<file path="src/rtl/fir_mac_engine_if.sv">
// Sample, coefficient and result signals of the FIR MAC engine.
// The master side feeds samples and coefficients and consumes results.
interface fir_mac_engine_if #(
  parameter int DW = 8,
  parameter int AW = 2
);
  logic                 in_valid;
  logic signed [DW-1:0] in_data;
  logic                 in_ready;
  logic                 coef_we;
  logic [AW-1:0]        coef_addr;
  logic signed [DW-1:0] coef_data;
  logic                 out_valid;
  logic signed [DW-1:0] out_data;
  logic                 out_ready;

  modport master (
    output in_valid, in_data, coef_we, coef_addr, coef_data, out_ready,
    input  in_ready, out_valid, out_data
  );

  modport slave (
    input  in_valid, in_data, coef_we, coef_addr, coef_data, out_ready,
    output in_ready, out_valid, out_data
  );
endinterface

</file>
<file path="src/rtl/fir_mac_engine.sv">
// Sequential FIR filter: one multiply-accumulate per tap, then holds the
// result until the consumer takes it. Arithmetic wraps in DW bits.
module fir_mac_engine #(
  parameter int NTAPS = 4,
  parameter int DW    = 8,
  parameter int FRAC  = 7
) (
  input logic              clk,
  input logic              rst_n,
  fir_mac_engine_if.slave  bus
);
  localparam int AW = (NTAPS > 1) ? $clog2(NTAPS) : 1;

  typedef enum logic [1:0] {IDLE, MAC, OUT} state_t;

  state_t                 state_q;
  state_t                 state_d;
  logic signed [DW-1:0]   x [NTAPS];
  logic signed [DW-1:0]   c [NTAPS];
  logic signed [DW-1:0]   acc;
  logic [AW-1:0]          tap;
  logic                   last_tap;
  logic                   addr_ok;
  logic signed [2*DW-1:0] prod;
  logic signed [DW-1:0]   p;

  assign last_tap = (tap == AW'(NTAPS - 1));
  assign addr_ok  = ({1'b0, bus.coef_addr} < (AW + 1)'(NTAPS));

  // Full-width product, floored by the arithmetic shift, then wrapped to DW bits
  assign prod = (2*DW)'(x[tap]) * (2*DW)'(c[tap]);
  assign p    = DW'(prod >>> FRAC);

  assign bus.in_ready  = (state_q == IDLE);
  assign bus.out_valid = (state_q == OUT);
  assign bus.out_data  = acc;

  always_ff @(posedge clk or negedge rst_n) begin
    if (!rst_n) state_q <= IDLE;
    else        state_q <= state_d;
  end

  always_comb begin
    state_d = state_q;
    case (state_q)
      IDLE:    if (bus.in_valid) state_d = MAC;
      MAC:     if (last_tap) state_d = OUT;
      OUT:     if (bus.out_ready) state_d = IDLE;
      default: state_d = IDLE;
    endcase
  end

  // Coefficient writes land on the edge, so a same-cycle MAC read sees the old value
  always_ff @(posedge clk or negedge rst_n) begin
    if (!rst_n) begin
      acc <= '0;
      tap <= '0;
      for (int k = 0; k < NTAPS; k++) begin
        x[k] <= '0;
        c[k] <= '0;
      end
    end else begin
      if (bus.coef_we && addr_ok) c[bus.coef_addr] <= bus.coef_data;
      case (state_q)
        IDLE: begin
          if (bus.in_valid) begin
            for (int k = NTAPS - 1; k > 0; k--) x[k] <= x[k-1];
            x[0] <= bus.in_data;
            acc  <= '0;
            tap  <= '0;
          end
        end
        MAC: begin
          acc <= acc + p;
          tap <= last_tap ? '0 : tap + 1'b1;
        end
        default: ;
      endcase
    end
  end
endmodule

</file>
<file path="src/flat_wrapper.sv">
// flat-port wrapper written by rule: the top's interface ports become plain ports
module fir_mac_engine_flat 
#(
  parameter int NTAPS = 4,
  parameter int DW    = 8,
  parameter int FRAC  = 7
)
  (clk, rst_n, bus_in_valid, bus_in_data, bus_coef_we, bus_coef_addr, bus_coef_data, bus_out_ready, bus_in_ready, bus_out_valid, bus_out_data);
  fir_mac_engine_if #(.DW(DW), .AW(($clog2(NTAPS)))) bus_i ();
  input logic clk;
  input logic rst_n;
  input wire logic [$bits(bus_i.in_valid)-1:0] bus_in_valid;
  input wire logic [$bits(bus_i.in_data)-1:0] bus_in_data;
  input wire logic [$bits(bus_i.coef_we)-1:0] bus_coef_we;
  input wire logic [$bits(bus_i.coef_addr)-1:0] bus_coef_addr;
  input wire logic [$bits(bus_i.coef_data)-1:0] bus_coef_data;
  input wire logic [$bits(bus_i.out_ready)-1:0] bus_out_ready;
  output wire logic [$bits(bus_i.in_ready)-1:0] bus_in_ready;
  output wire logic [$bits(bus_i.out_valid)-1:0] bus_out_valid;
  output wire logic [$bits(bus_i.out_data)-1:0] bus_out_data;
  assign bus_i.in_valid = bus_in_valid;
  assign bus_i.in_data = bus_in_data;
  assign bus_i.coef_we = bus_coef_we;
  assign bus_i.coef_addr = bus_coef_addr;
  assign bus_i.coef_data = bus_coef_data;
  assign bus_i.out_ready = bus_out_ready;
  assign bus_in_ready = bus_i.in_ready;
  assign bus_out_valid = bus_i.out_valid;
  assign bus_out_data = bus_i.out_data;
  fir_mac_engine #(.NTAPS(NTAPS), .DW(DW), .FRAC(FRAC)) u_core (.clk(clk), .rst_n(rst_n), .bus(bus_i));
endmodule
</file>
<file path="config.mk">
export PLATFORM = sky130hd
export DESIGN_NAME = fir_mac_engine_flat
export DESIGN_NICKNAME = d
export VERILOG_FILES = /design/src/rtl/fir_mac_engine_if.sv /design/src/rtl/fir_mac_engine.sv /design/src/flat_wrapper.sv
export SDC_FILE = /design/constraint.sdc
export NUM_CORES = 1
export LEC_CHECK = 0
export CAP_MARGIN = 20
export CORE_MARGIN = 3
export CORE_UTILIZATION = 45
export DETAILED_ROUTE_END_ITERATION = 7
export GPL_TIMING_DRIVEN = 0
export MAX_ROUTING_LAYER = met4
export SLEW_MARGIN = 20
export SYNTH_ARGS = -nofsm -noshare
export SYNTH_HDL_FRONTEND = slang
export SYNTH_SLANG_ARGS = --single-unit
</file>
<file path="constraint.sdc">
create_clock -name clk -period 17.2 [get_ports clk]
set_input_delay 3.44 -clock clk [delete_from_list [all_inputs] [get_ports clk]]
set_output_delay 3.44 -clock clk [all_outputs]
set_load 0.03 [all_outputs]
</file>
=== Word-level counts from Yosys, hierarchy flattened ===
Cells that the tools add are included.

* Bits of input ports: 23
* Logic and storage cells: 49
* Bits in registers: 76
* Output and inout port bits: 10

* Add/sub/neg operators: 2
* Equal/unequal tests: 6
* Multiplexer cells: 18
* Reduce and logical (&&, ||, !) cells: 6
* Multipliers: 1
* Order comparisons: 3
* Bitwise logic cells: 2

{| class="wikitable"
|+ Operators by type and width
! operator !! number
|-
| $mux 8 || 6
|-
| $bmux 8 s2 || 2
|-
| $bwmux 32 || 1
|-
| $demux 8 s2 || 1
|-
| $pmux 8 s2 || 1
|-
| $mul 8x8->15 || 1
|-
| $mux 2 || 5
|-
| $add 8x8->8 || 1
|-
| $ge 3x3->1 const B || 2
|-
| $not 2->3 || 2
|-
| $pmux 2 s3 || 1
|-
| $eq 2x2->1 const B || 2
|-
| $ne 2x2->1 const B || 2
|-
| $pmux 2 s2 || 1
|-
| $reduce_and 2->1 || 2
|-
| $lt 3x1->1 const B || 1
|-
| $reduce_and 3->1 || 1
|-
| $add 2x1->2 const B || 1
|-
| $eq 2x1->1 const B || 1
|-
| $logic_not 2->1 || 1
|-
| $ne 2x1->1 const B || 1
|-
| $reduce_bool 2->1 || 1
|-
| $logic_and 1x1->1 || 1
|}

=== Logic depth before layout (Yosys ltp) ===
Gate-level depths: netlist (run 1).

* Depth after elaboration: 7
* Depth in mapped cells: 27
* Gate-level depth less buffers: 25

=== Worst setup path before layout (run 1) ===
No wires, ideal clock.

* Path type: register -> register
* From: register u_core.tap[0]
* To: register u_core.acc[7], in the netlist u_core.bus.out_data[7]
* Library setup time: 0.077 ns
* Data arrival time: 5.930 ns
* Setup slack: 11.193 ns
* Period minus slack after synthesis: 6.007 ns
* Cell stages (with the launch flop): 26
* Path through: dfrtp_1 -> buf_6 -> buf_2 -> mux4_2 -> and2_1 -> fa_1 -> inv_1 -> fa_1 -> inv_1 -> fa_1 -> inv_1 -> fa_1 -> inv_1 -> ha_1 -> nor4_1 -> o21ai_0 -> and2_1 -> a21oi_1 -> o21bai_1 -> xor2_1 -> ha_1 -> o21ai_0 -> a21boi_0 -> o21ai_0 -> xnor3_1 -> o21ai_1

* Cells in the longest elaborated chain, start to end: 7
* Elaborated cells on any way between the ends: 10

{| class="wikitable"
|+ Ends and longest elaborated chain
! element !! line !! source
|-
| from (decl) || fir_mac_engine.sv:21 || <nowiki>logic [AW-1:0] tap;</nowiki>
|-
| from (signal assigned) || fir_mac_engine.sv:75 || <nowiki>tap <= last_tap ? '0 : tap + 1'b1;</nowiki>
|-
| $not 2->3 (implied by the code) * || fir_mac_engine.sv:31 || <nowiki>assign prod = (2*DW)'(x[tap]) * (2*DW)'(c[tap]);</nowiki>
|-
| $bmux 8 s2 || fir_mac_engine.sv:31 ||
|-
| $mux 8 (implied by the code) (2 in series) || fir_mac_engine.sv:31 ||
|-
| $mul 8x8->15 * || fir_mac_engine.sv:31 ||
|-
| $add 8x8->8 * || fir_mac_engine.sv:74 || <nowiki>acc <= acc + p;</nowiki>
|-
| $pmux 8 s2 * || fir_mac_engine.sv:64 || <nowiki>case (state_q)</nowiki>
|-
| to (signal assigned) || fir_mac_engine.sv:74 ||
|-
| to (decl) || fir_mac_engine.sv:20 || <nowiki>logic signed [DW-1:0] acc;</nowiki>
|}

Every way passes the cells marked *; elsewhere a longest branch is shown, timed or not. The select of a mux whose other input is x is not followed.
A chain may end at the register's enable or synchronous reset.

=== Final worst setup path (run 1) ===
* From: register u_core.tap[1]
* To: register u_core.acc[6], in the netlist u_core.bus.out_data[6]

The elaborated chain is that of the path after synthesis.

==> results of run 1 <==
## layer usage
| metal | vias to the layer above | wire length (µm) | GRT usage, % |
|---|---|---|---|
| met1 | 1987 | 5460 | 24.2 |
| met4 | 0 | 128 | 4.44 |
| met3 | 8 | 410 | 2.94 |
| met5 | - | 0 | - |
| met2 | 60 | 5780 | 28.8 |
| li1 | 1882 | - | - |
## worst max-delay path by stage
stage | end | slack [ns] | cells after the start
floorplan | u_core.bus.out_data[7]$_DFFE_PN0P_ | 11.19 | 25
global placement | u_core.bus.out_data[0]$_DFFE_PN0P_ | 10.04 | 1
detailed placement | u_core.bus.out_data[7]$_DFFE_PN0P_ | 10.30 | 24
finish | u_core.bus.out_data[6]$_DFFE_PN0P_ | 10.38 | 23
CTS | u_core.bus.out_data[7]$_DFFE_PN0P_ | 10.31 | 24
global route | u_core.bus.out_data[7]$_DFFE_PN0P_ | 9.94 | 24
## final cells by class
cell class                 count  area (µm²)  area share [%]
sequential                    76        1900            28.7
clock inverter                 5        36.3           0.548
inverter                      86         323            4.88
clock buffer                  10         239            3.61
multi-input combinational    386        3500            52.8
buffer                        14        65.1           0.983
tap                          168         210            3.18
timing repair buffer          33         345            5.22
## Yosys cell counts, drive strengths merged
library cell  number
or4                1
nand3b             2
a21o               1
a21oi              7
ha                33
o21bai             1
xnor2             11
o22ai              1
mux2              33
and2              41
nor4               3
nor2b              3
clkbuf            11
buf                3
o31ai              3
o21a               1
nand2b             4
o31a               1
o2bb2ai            1
mux4              15
dfrtp             76
xnor3              1
a21boi             3
nand3             11
xor2               8
and3               4
inv               86
nand2            111
o21ai             17
mux2i              3
fa                51
nor3b              2
nor2              13
## per-stage QoR
| stage | util [%] | area, µm² | setup slack, ns |
|---|---|---|---|
| 2_1_floorplan | - | 5790 | 11.19 |
| 3_3_place_gp | 51.3 | 6320 | 10.04 |
| 3_5_place_dp | 51.5 | 6340 | 10.30 |
| 4_1_cts | 53.7 | 6620 | 10.31 |
| 5_1_grt | 53.7 | 6620 | 9.94 |
| 6_report | 53.7 | 6620 | 10.38 |
## cells by family (layout without fill, tap and decap cells)
| group | Yosys count | after routing | synth area share, % |
|---|---|---|---|
| DFF | 76 | 76 | 32.9 |
| buffers and inverters | 100 | 148 | 6.70 |
| muxes | 51 | 51 | 13.0 |
| and+or+nand+nor | 195 | 195 | 15.7 |
| AOI/OAI and AO/OA | 36 | 36 | 3.65 |
| xor gates and xnor gates | 20 | 20 | 3.27 |
| adders and majority gates | 84 | 84 | 24.8 |
## critical path, delay by kind of cell, from the launching register on
family,cells,cell delay [ns]
simple gates,4,0.88
mux,1,0.55
buf+inv,5,0.94
xor+xnor,1,0.15
flops,1,0.36
fa+ha+maj,6,2.67
compound gates,6,1.15
## flip-flops by register name, summed over array words and instances, names as in the netlist
| signal | flops |
|---|---|
| u_core.bus.out_data | 8 |
| u_core.c | 32 |
| u_core.state_q | 2 |
| u_core.tap | 2 |
| u_core.x | 32 |
==> impl_metrics.json, run 1 <==
{
  "result_of_the_run": "completed",
  "clkSlewWorstSetupHoldPaths_ns": 0.06,
  "detail_route.vias_per_cell": 5.06,
  "synth_top_cell_by_area": "dfrtp_1",
  "globalRouteOverflowTotal": 0,
  "post_cts_resized": 0,
  "crit_path_cell_trace": "buf_4, clkbuf_1, mux4_1, nand2b_1, fa_1, fa_1, inv_1, fa_1, inv_1, fa_1, inv_1, ha_1, nor4_1, o21ai_0, and2_1, a21oi_1, o21bai_1, xor2_1, ha_1, a21boi_0, o21ai_0, nor3b_1, o31ai_1",
  "hp-class": "flip-flop to flip-flop",
  "numCtsBuffers": 9,
  "synth-warning-count": 0,
  "dr.pass1.iters": 4,
  "cp-start-kind": "flip-flop",
  "r2r_end": "u_core.bus.out_data[6]$_DFFE_PN0P_",
  "post_synthesis_instance_area_um2": 5790,
  "route.detailed.drc": 0,
  "crit_start": "u_core.tap[1]$_DFFE_PN0P_",
  "placement.io_buffers": 32,
  "cts.sink_count": 76,
  "h_tree_lvl_count": 3,
  "mostFrequentLayoutCells": "nand2_1, inv_1, dfrtp_1",
  "cts_setup_buffers": 0,
  "floorplan.initialDensity_pct": 47.0,
  "num_vias": 3937,
  "crit_type": "flip-flop to flip-flop",
  "final_hpwl_from_detailed_placement_mm": 9.06,
  "setup.worst_path.end_class": "flip-flop",
  "num-fill-cells": 1131,
  "worstHoldPathCells": 2,
  "ant_nets": 0,
  "antenna-diode-count": 0,
  "report.final.slew_viol_count": 0,
  "worstHoldStart": "u_core.x[1]$_DFFE_PN0P_",
  "post-synth-top-area-fraction_pct": 32.9,
  "syn_nets": 669,
  "hold_buffers": 0,
  "cp.required_ns": 17.45,
  "critPathArrivalTime_ns": 7.06,
  "fp.dieArea_um2": 14300,
  "grt_usage_pct": 18.0,
  "min_period_over_period_pct": 39.6,
  "setup_violations": 0,
  "rsz_0062_raised_after_global_routing": "false",
  "detail_route.iter0.violations": 242,
  "finalNonFillerCells": 778,
  "cts.path.max_buffers": 2,
  "die_h_um": 119,
  "wl_mm": 11.8,
  "place_inst": 763,
  "synth_sequential_area_ratio_pct": 32.9,
  "grt_pass1_wl_mm": 19.8,
  "postSynthCellCount": 562,
  "mostFrequentLayoutCell": "nand2_1",
  "summed_negative_setup_slack_over_all_endpoints_ns": 0,
  "synth.lib_cells_used.distinct": 38,
  "total_i_o_pin_count": 33,
  "clock_insertion_delay_worst_skew_ns": 0.34,
  "rrSetupSlack_ns": 10.38,
  "grt_start_max_net_pins": 51,
  "routabilityCongestion": 0.824,
  "first_global_vias": 3999,
  "r2r_cells": 23,
  "slew_headroom_pct": 48.8,
  "cts_tree": "built",
  "hold_ep": "u_core.x[1]$_DFFE_PN0P_",
  "worst_hold_slack_ns": 0.471,
  "flow.area_growth_from_synthesis_pct": 14.4,
  "layout.nets": 713,
  "placementRows": 40,
  "syn_area_per_cell_um2": 10.3,
  "die_width_um": 119,
  "number_of_antenna_violations_at_the_first_check_in_global_routing": 0,
  "post_route_cells_drive_above_1_share_pct": 10.7,
  "max_cap_viol_count": 0,
  "ranking_of_synthesized_cells_by_area": "dfrtp_1, fa_1, nand2_1",
  "critical_path.reg2reg.startpoint": "u_core.tap[1]$_DFFE_PN0P_",
  "cp_max_fo": 10,
  "highest_delay_cell_along_the_critical_path": "clkbuf_1",
  "tightestPinTransition_ns": 0.764,
  "finalHoldViolations": 0,
  "core_area_um2": 12300,
  "layout_min_cycle_time_ns": 6.82,
  "cp_slowest_stage_delay_ns": 0.56,
  "fmax_mhz": 147,
  "ctsRootBufferMaster": "clkbuf_16",
  "fin_skew_ns": 0.00936,
  "cell_mode_on_critical_path": "fa_1",
  "wl_per_cell_um": 15.1,
  "synth-seq-cells": 76
}
Power of run 1 is not shown: default switching activity piles up to over one toggle a cycle in this logic, so the estimate is an artifact.
==> run 2: changes to the inputs <==
--- a/config.mk
+++ b/config.mk
@@ -11,6 +11,7 @@
 export DETAILED_ROUTE_END_ITERATION = 7
 export GPL_TIMING_DRIVEN = 0
 export MAX_ROUTING_LAYER = met4
+export PLACE_DENSITY = 0.65
 export SLEW_MARGIN = 20
 export SYNTH_ARGS = -nofsm -noshare
 export SYNTH_HDL_FRONTEND = slang
==> constraint.sdc (replaced) <==
create_clock -name clk -period 5.8 [get_ports clk]
set_input_delay 1.16 -clock clk [delete_from_list [all_inputs] [get_ports clk]]
set_output_delay 1.16 -clock clk [all_outputs]
set_load 0.03 [all_outputs]
==> run 2 against run 1 <==
  * The flow now finishes with violations (negative setup slack)
  * Non-clock buffer count is 47 higher
  * Highest routed layer unchanged
  * Clock skew is 0.0018 ns lower
  * Maximum frequency increased by 17%
  * Sequential cell count is the same
  * First-iteration DRC count decreased by 31%
  * Critical path depth up 1
  * Register-to-register slack lost 10 ns
  * Final area up 11%
  * Routed wire length rose by 7.9%
  * Largest cell class unchanged
  * Die area unchanged
  * Hold slack improved by 0.011 ns
==> impl_metrics.json, run 2 (same netlist as run 1, synthesis figures left out) <==
{
  "result_of_the_run": "complete, but fails checks",
  "failed_checks": "negative setup slack",
  "worstHoldStart": "u_core.x[7]$_DFFE_PN0P_",
  "fp.dieArea_um2": 14300,
  "number_of_antenna_violations_at_the_first_check_in_global_routing": 0,
  "min_period_over_period_pct": 101,
  "die_width_um": 119,
  "final_hpwl_from_detailed_placement_mm": 8.77,
  "crit_path_cell_trace": "buf_8, buf_4, mux4_2, and2_4, fa_1, inv_2, fa_1, inv_2, fa_1, inv_1, fa_1, inv_2, ha_4, buf_4, xor2_1, ha_2, inv_2, fa_2, nor2b_1, o21ai_1, a21boi_1, o21ai_1, nor3b_1, o31ai_1",
  "detail_route.iter0.violations": 168,
  "mostFrequentLayoutCell": "nand2_1",
  "layout.nets": 760,
  "critPathArrivalTime_ns": 6.09,
  "cp.required_ns": 6.05,
  "ctsRootBufferMaster": "clkbuf_16",
  "floorplan.initialDensity_pct": 47.0,
  "total_i_o_pin_count": 33,
  "cts.path.max_buffers": 2,
  "dr.pass1.iters": 4,
  "hp-class": "flip-flop to flip-flop",
  "detailed_place.area_um2": 6350,
  "worst_hold_slack_ns": 0.482,
  "num-fill-cells": 1028,
  "first_global_vias": 4446,
  "setup_violations": 1,
  "numCtsBuffers": 9,
  "hold_buffers": 0,
  "globalRouteOverflowTotal": 0,
  "tightestPinTransition_ns": 0.734,
  "layout_min_cycle_time_ns": 5.85,
  "cts.sink_count": 76,
  "cp_slowest_stage_delay_ns": 0.58,
  "core_area_um2": 12300,
  "h_tree_lvl_count": 3,
  "cp-start-kind": "flip-flop",
  "design_area_um2": 7370,
  "critical_path.reg2reg.startpoint": "u_core.tap[0]$_DFFE_PN0P_",
  "rsz_0062_raised_after_global_routing": "true",
  "flow.area_growth_from_synthesis_pct": 27.4,
  "grt_start_max_net_pins": 41,
  "fin_skew_ns": 0.00753,
  "crit_start": "u_core.tap[0]$_DFFE_PN0P_",
  "placementRows": 40,
  "wl_mm": 12.7,
  "cts_tree": "built",
  "grt_usage_pct": 19.5,
  "placement.io_buffers": 32,
  "slew_headroom_pct": 50.9,
  "max_cap_viol_count": 0,
  "detail_route.vias_per_cell": 5.08,
  "antenna-diode-count": 0,
  "clkSlewWorstSetupHoldPaths_ns": 0.06,
  "layout.area.seq_um2": 1900,
  "die_h_um": 119,
  "finalHoldViolations": 0,
  "num_vias": 4194,
  "report.final.slew_viol_count": 0,
  "ant_nets": 0,
  "timing.final.ws_setup_ns": -0.0459,
  "mostFrequentLayoutCells": "nand2_1, inv_1, dfrtp_1",
  "post_route_cells_drive_above_1_share_pct": 26.4,
  "routabilityCongestion": 0.857,
  "crit_type": "flip-flop to flip-flop",
  "setup.worst_path.end_class": "flip-flop",
  "highest_delay_cell_along_the_critical_path": "mux4_2",
  "route.detailed.drc": 0,
  "grt_pass1_wl_mm": 21.5,
  "fmax_mhz": 171,
  "cp_max_fo": 7,
  "multi_input_area_um2": 3730,
  "clock_insertion_delay_worst_skew_ns": 0.34,
  "wl_per_cell_um": 15.4
}
[run 2: timing repair]
| item | CTS | global route |
|---|---|---|
| endpoints found under the hold margin | 0 | 0 |
| buffers inserted | 37 | 8 |
| setup endpoints to repair | 5 | 4 |
| gates cloned | 2 | 0 |
| pin swaps | 50 | 26 |
| resized for setup | 65 | 22 |
[run 2: cell type report]
class,count,share of cell area (%)
Sequential cell,76,25.8
Clock inverter,6,1.29
Tap cell,168,2.85
Timing Repair Buffer,80,10.5
Multi-Input combinational cell,386,50.6
Inverter,86,4.43
Buffer,14,1.27
Clock buffer,10,3.24
[run 2: final timing paths]
kind / end / cells past startpoint / slack, ns
setup / recovery: u_core.bus.out_data[6]$_DFFE_PN0P_ / 24 / -0.05
hold / removal: u_core.x[7]$_DFFE_PN0P_ / 2 / 0.48
setup reg to reg: u_core.bus.out_data[6]$_DFFE_PN0P_ / 24 / -0.05
hold reg to reg: u_core.x[7]$_DFFE_PN0P_ / 2 / 0.48
max in group asynchronous: u_core.c[29]$_DFFE_PN0P_ / 2 / 4.44
min in group asynchronous: u_core.x[3]$_DFFE_PN0P_ / 1 / 0.79
[run 2: worst max-delay path: cells and delay by family (launching register included)]
kind / cells / cell delay [ns]
and+or+nand+nor: 3 / 0.48
DFF: 1 / 0.41
muxes: 1 / 0.58
buffers and inverters: 8 / 0.62
xor gates and xnor gates: 1 / 0.16
adders and majority gates: 7 / 2.88
AOI/OAI and AO/OA: 4 / 0.63
[run 2: per-layer routing]
| layer | part of all wire [%] | routed length [µm] | up-vias | GRT usage (%) |
|---|---|---|---|---|
| met2 | 52 | 6590 | 60 | 32.3 |
| met5 | 0 | 0 | - | - |
| met3 | 3.3 | 414 | 17 | 3.85 |
| li1 | - | - | 1977 | - |
| met1 | 43 | 5520 | 2140 | 24.5 |
| met4 | 1.5 | 187 | 0 | 5.51 |
[run 2: metrics by stage]
stage,std cells,worst slack [ns],TNS [ns],utilization [%]
global placement,762,-0.580,-1.78,51.4
CTS,818,-0.0865,-0.165,58.7
global route,826,-0.314,-0.859,59.9
floorplan,562,0.00624,0,-
finish,826,-0.0459,-0.0459,59.9
detailed placement,763,-0.684,-2.21,51.6
Power of run 2 is left out for the same reason.
==> run 3: changes to the inputs <==
--- a/config.mk
+++ b/config.mk
@@ -7,11 +7,12 @@
 export LEC_CHECK = 0
 export CAP_MARGIN = 20
 export CORE_MARGIN = 3
-export CORE_UTILIZATION = 45
+export CORE_UTILIZATION = 55
+export CTS_CLUSTER_SIZE = 14
 export DETAILED_ROUTE_END_ITERATION = 7
 export GPL_TIMING_DRIVEN = 0
 export MAX_ROUTING_LAYER = met4
-export PLACE_DENSITY = 0.65
+export PLACE_DENSITY = 0.77
 export SLEW_MARGIN = 20
 export SYNTH_ARGS = -nofsm -noshare
 export SYNTH_HDL_FRONTEND = slang
==> run 3 against run 2 <==
  * The flow still finishes with violations (negative setup slack)
  * Via count increased by 1.5%
  * Sequential share of layout area up 0.85 points
  * Cell count fell by 4.5%
  * Critical path depth rose by 2
  * Register-to-register slack worse by 0.02 ns
  * Non-clock buffer count is 1 lower
  * Sequential cell count did not move
  * Critical endpoint is now u_core.bus.out_data[7]$_DFFE_PN0P_
  * Largest cell class unchanged
  * Highest routed layer unchanged
==> impl_metrics.json, run 3 (same netlist as run 1, synthesis figures left out) <==
{
  "num_vias": 4256,
  "route.detailed.drc": 0,
  "wl_mm": 12.9,
  "clock_insertion_delay_worst_skew_ns": 0.37,
  "cts.path.max_buffers": 2,
  "ctsRootBufferMaster": "clkbuf_8",
  "placement.io_buffers": 32,
  "report.final.slew_viol_count": 0,
  "numCtsBuffers": 9,
  "fp.dieArea_um2": 11800,
  "detailed_place.area_um2": 6300,
  "flow.area_growth_from_synthesis_pct": 23.2,
  "final_hpwl_from_detailed_placement_mm": 8.81,
  "grt_usage_pct": 24.6,
  "cp_max_fo": 8,
  "fin_skew_ns": 0.0164,
  "min_period_over_period_pct": 101,
  "setup.worst_path.end_class": "flip-flop",
  "cp_slowest_stage_delay_ns": 0.56,
  "tightestPinTransition_ns": 0.735,
  "antenna-diode-count": 0,
  "layout.area.seq_um2": 1900,
  "floorplan.initialDensity_pct": 57.9,
  "setup_violations": 2,
  "h_tree_lvl_count": 3,
  "cell_mode_on_critical_path": "fa_1",
  "grt_pass1_wl_mm": 21.5,
  "die_width_um": 109,
  "detail_route.iter0.violations": 181,
  "timing.critical_path.max_delay_family": "adder cells",
  "layout.nets": 759,
  "globalRouteOverflowTotal": 0,
  "mostFrequentLayoutCell": "nand2_1",
  "layout_min_cycle_time_ns": 5.87,
  "summed_negative_setup_slack_over_all_endpoints_ns": -0.112,
  "highest_delay_cell_along_the_critical_path": "mux4_2",
  "rsz_0062_raised_after_global_routing": "true",
  "grt_start_max_net_pins": 45,
  "cts_tree": "built",
  "multi_input_area_um2": 3700,
  "result_of_the_run": "complete, but fails checks",
  "critPathArrivalTime_ns": 6.14,
  "crit_type": "flip-flop to flip-flop",
  "cp-start-kind": "flip-flop",
  "number_of_antenna_violations_at_the_first_check_in_global_routing": 0,
  "ant_nets": 0,
  "routabilityCongestion": 0.879,
  "post_route_cells_drive_above_1_share_pct": 24.8,
  "failed_checks": "negative setup slack",
  "design_area_um2": 7130,
  "first_global_vias": 4491,
  "wl_per_cell_um": 16.3,
  "fmax_mhz": 170,
  "dr.pass1.iters": 4,
  "finalHoldViolations": 0,
  "hp-class": "flip-flop to flip-flop",
  "cts.sink_count": 76,
  "cp_num_buf_inv": 7,
  "hold_buffers": 0,
  "slew_headroom_pct": 50.8,
  "num-fill-cells": 718,
  "die_h_um": 109,
  "mostFrequentLayoutCells": "nand2_1, inv_1, dfrtp_1",
  "placementRows": 36,
  "detail_route.vias_per_cell": 5.39,
  "pre_cts_ws_ns": -0.616,
  "total_i_o_pin_count": 33,
  "timing.final.ws_setup_ns": -0.0675,
  "clkSlewWorstSetupHoldPaths_ns": 0.07,
  "max_cap_viol_count": 0,
  "core_area_um2": 10000,
  "cp.required_ns": 6.08
}
==> run 3: worst paths after layout <==
check                      slack, ns                                  to  depth (start not counted)                 startpoint
min in group asynchronous       0.73             u_core.c[3]$_DFFE_PN0P_                          1                      rst_n
setup / recovery               -0.07  u_core.bus.out_data[7]$_DFFE_PN0P_                         26  u_core.tap[0]$_DFFE_PN0P_
setup reg to reg               -0.07  u_core.bus.out_data[7]$_DFFE_PN0P_                         26  u_core.tap[0]$_DFFE_PN0P_
hold reg to reg                 0.48             u_core.x[4]$_DFFE_PN0P_                          2    u_core.x[4]$_DFFE_PN0P_
hold / removal                  0.48             u_core.x[4]$_DFFE_PN0P_                          2    u_core.x[4]$_DFFE_PN0P_
max in group asynchronous       4.48       u_core.state_q[1]$_DFFE_PN0P_                          2                      rst_n
==> run 3: metal layers <==
| metal | routed length (µm) | GRT usage, % |
|---|---|---|
| met1 | 5310 | 29.7 |
| met2 | 6790 | 41.7 |
| met3 | 557 | 5.13 |
| met4 | 216 | 7.03 |
| met5 | 0 | - |
==> run 3: area by class of cell <==
class                           instances  share of cell area [%]
Multi-Input combinational cell        386                    51.9
Sequential cell                        76                    26.7
Timing Repair Buffer                   79                    10.6
Inverter                               86                    4.58
Tap cell                              133                    2.33
Clock buffer                           11                    1.84
Buffer                                 14                    1.32
Clock inverter                          4                   0.720
==> run 3: worst min-delay path, delay by kind of cell, from the launching register on <==
family | cells | cell delay, ns
flops | 1 | 0.35
simple gates | 2 | 0.11
==> run 3: metrics by stage <==
step           utilization, %  hold slack, ns  cells
4_1_cts                  69.9           0.482    779
3_3_place_gp             62.9           0.451    727
3_5_place_dp             63.1           0.464    728
6_report                 71.3           0.483    789
2_1_floorplan               -           0.438    562
5_1_grt                  71.3           0.507    789
==> run 3: timing repair <==
action | in CTS | in global routing
cloned | 1 | 0
pin swaps | 43 | 23
gates resized for setup | 61 | 21
setup buffers | 35 | 10
endpoints found under the setup margin | 5 | 5
Power of run 3 is left out for the same reason.
